[src/rtl/zmips_regfile_sb.sv]
// zmips_regfile_sb
// ----------------
// This is a parametrised zmips register file with a per-register
// pending-write scoreboard. Decode reads operands here and marks
// destination registers busy. Writeback writes results and clears the busy
// bits, so decode can stall on load-use and long-latency hazards.
//
// Address map (AW-bit addresses):
//   0 .. NREGS-1  general registers
//   2**AW-2       PC_LIVE  : reads i_pc_val combinationally
//   2**AW-1       PC_SAVED : reads the saved-PC register
//   anything else reads 0 and is never busy
//
// Optional feature macro: ZMIPS_RF_BYPASS_EN
//   When it is defined, a write in the current cycle is forwarded to any
//   read port that addresses the same general register. That port's busy
//   flag is also reported as 0, unless the same register is being re-marked
//   busy in that cycle.
//   When it is undefined, reads see only registered state.
//
// Ports:
//   clk          clock, all state updates on the rising edge
//   rst_n        asynchronous active-low reset
//   i_rd_addr    NRD packed read addresses, port p = [p*AW +: AW]
//   o_rd_data    NRD packed read data,      port p = [p*DW +: DW]
//   o_rd_busy    per-port pending-write flag
//   i_pc_val     live PC from fetch
//   i_pc_wr      capture i_pc_val into the saved-PC register
//   i_wr         write enable
//   i_wr_addr    write address
//   i_wr_data    write data
//   i_sb_set     mark i_sb_addr as pending-write
//   i_sb_addr    register to mark
//   o_sb_any     OR of all busy bits
module zmips_regfile_sb #(
  parameter int DW    = 32,
  parameter int AW    = 5,
  parameter int NREGS = 30,
  parameter int NRD   = 2
) (
  input  logic              clk,
  input  logic              rst_n,
  input  logic [NRD*AW-1:0] i_rd_addr,
  output logic [NRD*DW-1:0] o_rd_data,
  output logic [NRD-1:0]    o_rd_busy,
  input  logic [DW-1:0]     i_pc_val,
  input  logic              i_pc_wr,
  input  logic              i_wr,
  input  logic [AW-1:0]     i_wr_addr,
  input  logic [DW-1:0]     i_wr_data,
  input  logic              i_sb_set,
  input  logic [AW-1:0]     i_sb_addr,
  output logic              o_sb_any
);

  localparam logic [AW-1:0] PC_SAVED = {AW{1'b1}};
  localparam logic [AW-1:0] PC_LIVE  = {{(AW-1){1'b1}}, 1'b0};

  logic [DW-1:0]    r_regs [NREGS];
  logic [DW-1:0]    r_pc;
  logic [NREGS-1:0] r_busy;

  logic [AW-1:0]    w_rd_addr [NRD];

  genvar gp;
  generate
    for (gp = 0; gp < NRD; gp++) begin : g_rd_addr
      assign w_rd_addr[gp] = i_rd_addr[gp*AW +: AW];
    end
  endgenerate

  // Register array and saved PC.
  // The address decode is done by comparing against each register index.
  // As a result, PC and unmapped write addresses match nothing and are
  // dropped naturally.
  always_ff @(posedge clk or negedge rst_n) begin
    if (!rst_n) begin
      for (int i = 0; i < NREGS; i++) begin
        r_regs[i] <= '0;
      end
      r_pc <= '0;
    end else begin
      for (int i = 0; i < NREGS; i++) begin
        if (i_wr && (i_wr_addr == AW'(i))) begin
          r_regs[i] <= i_wr_data;
        end
      end
      if (i_pc_wr) begin
        r_pc <= i_pc_val;
      end
    end
  end

  // Scoreboard. A set takes priority over a clear on the same register.
  // In that case, a newer producer issues while the older one retires, so
  // the register must stay pending.
  always_ff @(posedge clk or negedge rst_n) begin
    if (!rst_n) begin
      r_busy <= '0;
    end else begin
      for (int i = 0; i < NREGS; i++) begin
        if (i_sb_set && (i_sb_addr == AW'(i))) begin
          r_busy[i] <= 1'b1;
        end else if (i_wr && (i_wr_addr == AW'(i))) begin
          r_busy[i] <= 1'b0;
        end
      end
    end
  end

  assign o_sb_any = |r_busy;

`ifdef ZMIPS_RF_BYPASS_EN
  logic [AW:0] w_nregs;
  logic        w_wr_hit;

  assign w_nregs  = (AW+1)'(NREGS);
  assign w_wr_hit = i_wr && ({1'b0, i_wr_addr} < w_nregs);
`endif

  // Read ports.
  // Each port is an independent combinational mux over the general
  // registers, the live PC and the saved PC. Unmapped addresses fall
  // through to the zero default.
  always_comb begin
    o_rd_data = '0;
    o_rd_busy = '0;
    for (int p = 0; p < NRD; p++) begin
      for (int i = 0; i < NREGS; i++) begin
        if (w_rd_addr[p] == AW'(i)) begin
          o_rd_data[p*DW +: DW] = r_regs[i];
          o_rd_busy[p]          = r_busy[i];
        end
      end
      if (w_rd_addr[p] == PC_LIVE) begin
        o_rd_data[p*DW +: DW] = i_pc_val;
      end
      if (w_rd_addr[p] == PC_SAVED) begin
        o_rd_data[p*DW +: DW] = r_pc;
      end
`ifdef ZMIPS_RF_BYPASS_EN
      if (w_wr_hit && (w_rd_addr[p] == i_wr_addr)) begin
        o_rd_data[p*DW +: DW] = i_wr_data;
        if (!(i_sb_set && (i_sb_addr == i_wr_addr))) begin
          o_rd_busy[p] = 1'b0;
        end
      end
`endif
    end
  end

endmodule
[config.mk]
export PLATFORM = sky130hd
export DESIGN_NAME = zmips_regfile_sb
export DESIGN_NICKNAME = d
export VERILOG_FILES = /design/src/rtl/zmips_regfile_sb.sv
export SDC_FILE = /design/constraint.sdc
export NUM_CORES = 2
export LEC_CHECK = 0
export CAP_MARGIN = 10
export CORE_MARGIN = 5
export CORE_UTILIZATION = 54
export CTS_CLUSTER_SIZE = 30
export DETAILED_ROUTE_END_ITERATION = 10
export PLACE_DENSITY = 0.71
export SYNTH_ARGS = -nofsm -noshare
export SYNTH_HDL_FRONTEND = slang
export SYNTH_SLANG_ARGS = --single-unit
[constraint.sdc]
create_clock -name clk -period 9.45 [get_ports clk]
set_clock_uncertainty 0.05 [all_clocks]
set_input_delay 1.89 -clock clk [delete_from_list [all_inputs] [get_ports clk]]
set_output_delay 1.89 -clock clk [all_outputs]
set_load 0.01 [all_outputs]
==> reports/summary.md <==
- Nets: 5635
- proportion of total power due to net switching: 32.9%
- most common flop cell mapped by yosys: dfrtp_1
- total overflow reported by the global router: 0
- area growth from synthesis to final layout: 12.8%
- ratio of final minimum period to clock period: 95.3%
- vias in the first global route: 53500
- number of enable-type register cells in the synthesized netlist: 0
- Worst Hold Margin: 0.476 ns
- fraction of post-synthesis cell area in the top cell type by area: 43.9%
- Placed Cells incl. Taps: 6833
- RR Endpoint: r_regs[731]
- detailed router's first-iteration violation count: 11400
- power per cell area: 209 nW/um^2
- HPWL reported at the end of detailed placement: 215 mm
- r2r setup slk: 8.42 ns
- timing startpoint of the critical path: i_rd_addr[4]
- net count after synthesis: 5624
- antenna-violating nets left: 0
- register area share after synthesis: 43.9%
- via density per instance: 8.03
- Horiz. Die Dim: 339 um
- endpoint type of the worst setup path: output pin
- average size of a mapped cell: 10.5 sq um
- Final Hold Viols: 0
- Yosys reg bits: 1022
- cell-internal power: 9.19 mW
- async set or reset register ratio after synthesis: 100%
- leading post-synthesis cells by cell area: dfrtp_1 44%, mux2_2 21%, a21oi_1 3.5%
- violated checks: capacitance limit
- minimum period implied by the final worst setup slack: 9.00 ns
- total number of placement rows: 120
- Hold-fix buffers, CTS: 0
- non-filler cells in the finished layout: 7057
- Seq pwr share: 45.4%
- fraction of layout instances using a drive strength above 1: 30.1%
- Clock Path Buffers: 3
- placer's final routability congestion estimate: 1.10
- largest net degree at the start of global routing: 170
- required time reported for the critical path endpoint: 7.51 ns
- global-route wire length before repair: 426 mm
- Yosys cell types: 83
- path type of the worst min-delay path: flop to flop
- Worst R2R Path Depth: 1
- number of top-level pins: 156
- synthesized instance count: 5535
- clock sink total: 1022
- vias after detailed routing: 56600
- source-to-sink clock delay at the later pin of the worst-skew pair: 0.74 ns
- relative contribution of the clock network to total power: 34.4%
- reg-to-reg startpoint: r_regs[731]
- IR drop worst, VDD: 164 uV
- endpoint of the most critical setup path: o_rd_data[11]
- summed negative setup slack over all endpoints: 0 ns
- Starting Density: 54.4%
- clock root cell: clkbuf_16
- clock tree from TritonCTS: built
- relative max-transition margin: 0.367%
- number of slew-limit violations in the final report: 0
- Tightest Pin Transition: 1.49 ns
- initial antenna violation count: 17
- largest driver fanout on the critical path: 34
- count of buffers inserted at the top-level ports: 155
- max cap viols: 1
- combinational group share of total power: 20.2%
- crit path launch type: primary input
- clock-pin slew of the registers on the worst-case setup and hold paths: 0.06 ns
- arrival time at the worst endpoint: 7.06 ns
- number of buffers created by CTS: 113
- setup bufs post-CTS: 0
- vertical die dimension: 339 um
- result of the run: complete, but fails checks
- kind of critical path: primary input to output pin
- Yosys warnings: 0
- post-synthesis cell type with the largest combined area: dfrtp_1
- fmax: 111 MHz
- total length of routed wires: 310 mm
- CTS resizes: 0
- number of H-tree branching levels: 3
- power dissipated by switching net loads: 4.52 mW
- average wire per cell in the routed design: 44.0 um
- static leakage power: 27.9 nW
- iteration count of the initial detailed-routing pass: 10
- # DRC: 0
- area of the placeable core: 107000 sq um
- overall track demand over capacity in global routing: 51.9%
- RSZ-0062 raised after global routing: false
- setup violation total in the final timing report: 0
- full die area: 115000 sq um
- Post-Syn Area: 58300 sq um
cells by family after synthesis:
group	count (synthesis)	share of synthesized area (%)
AO/OA/AOI/OAI	1712	19.1
buffers and inverters	575	4.16
flip-flops	1022	43.9
multiplexers	1283	25.2
AND/OR/NAND/NOR	943	7.61
per-layer routing:
metal	track usage, %	part of all wire [%]	up-vias
met3	22.4	16	1586
li1	-	-	21000
met5	1.08	0.067	-
met1	67.3	35	28200
met2	69.4	39	5873
met4	36.0	9.6	14
stage by stage:
stage | instance area [sq um] | util (%) | setup slack, ns | total power [mW]
CTS | 65700 | 61.3 | 0.990 | 13.5
floorplan | 58300 | - | 3.73 | 7.42
detailed placement | 61800 | 57.6 | 1.01 | 8.82
global placement | 61800 | 57.6 | 0.999 | 8.74
finish | 65700 | 61.3 | 0.447 | 13.7
global route | 65700 | 61.3 | 0.854 | 14.0
synth_stat cells (13+ instances only):
cell / count
mux2_2: 1070
dfrtp_1: 1022
a21oi_1: 410
o21ai_0: 375
nor2_1: 332
clkbuf_1: 313
nand2_1: 269
o22ai_1: 201
mux2i_1: 171
buf_2: 145
a22oi_1: 113
o221ai_1: 76
nor3_1: 68
buf_1: 65
a221oi_1: 60
a211oi_1: 55
o211ai_1: 51
nand3_1: 50
nor2b_1: 43
mux4_2: 42
a31oi_1: 39
a22o_1: 37
nand2b_1: 33
inv_1: 32
a21o_1: 29
o22a_1: 27
or3_1: 25
a222oi_1: 23
a2111oi_0: 21
o32ai_1: 19
buf_4: 18
nor4_1: 17
o2bb2ai_1: 17
a211o_1: 16
o31ai_1: 16
a32oi_1: 13
sequential cells by signal, summed over array words and instances, names as in the netlist:
| register | count |
|---|---|
| r_regs | 960 |
| r_pc | 32 |
| r_busy | 30 |
layout by cell type, fill, tap and decap left out, drive strengths merged, types with 36 or more instances in the layout:
master,n
a221oi,60
nand2,270
clkdlybuf4s50,131
a22oi,113
a21oi,411
o211ai,51
mux4,42
buf,305
nand3,50
nor2b,43
o22ai,201
mux2i,171
inv,36
nor3,69
clkbuf,170
a211oi,55
a22o,37
mux2,1070
nor2,337
o21ai,378
a31oi,39
o221ai,76
dfrtp,1022
final cells by class:
type / instances / area, sq um
clock inverters: 37 / 488
repair buffers: 439 / 3800
diodes: 18 / 45.0
inverters: 32 / 124
multi-input cells: 3938 / 30500
flip-flops and latches: 1022 / 25600
clock buffers: 168 / 3400
fillers: 9039 / 41500
well taps: 1403 / 1760
worst min path at each step:
stage	start	end	slack (ns)	depth (start not counted)
2_1_floorplan	r_regs[396]	r_regs[396]	0.43	1
3_3_place_gp	r_regs[396]	r_regs[396]	0.44	1
3_5_place_dp	r_regs[396]	r_regs[396]	0.45	1
4_1_cts	r_regs[396]	r_regs[396]	0.47	1
5_1_grt	r_regs[826]	r_regs[826]	0.49	1
6_report	r_regs[132]	r_regs[132]	0.48	1
critical path, stage by stage:
cell             delay [ns]
buf_2                  0.67
nor3b_4                1.10
nand2_1                1.04
o22a_1                 0.53
a21boi_0               0.30
o2111ai_1              0.49
a31oi_1                0.20
a31o_2                 0.29
clkdlybuf4s50_1        0.49
power by group through the flow:
stage / combinational (mW) / clock [mW] / sequential [mW]
4_1_cts: 2.64 / 4.69 / 6.12
5_1_grt: 2.84 / 4.86 / 6.25
2_1_floorplan: 1.67 / 0 / 5.75
6_report: 2.77 / 4.71 / 6.23
3_5_place_dp: 2.63 / 0 / 6.19
3_3_place_gp: 2.58 / 0 / 6.16
Note: power is estimated with default switching activity, not from simulation.
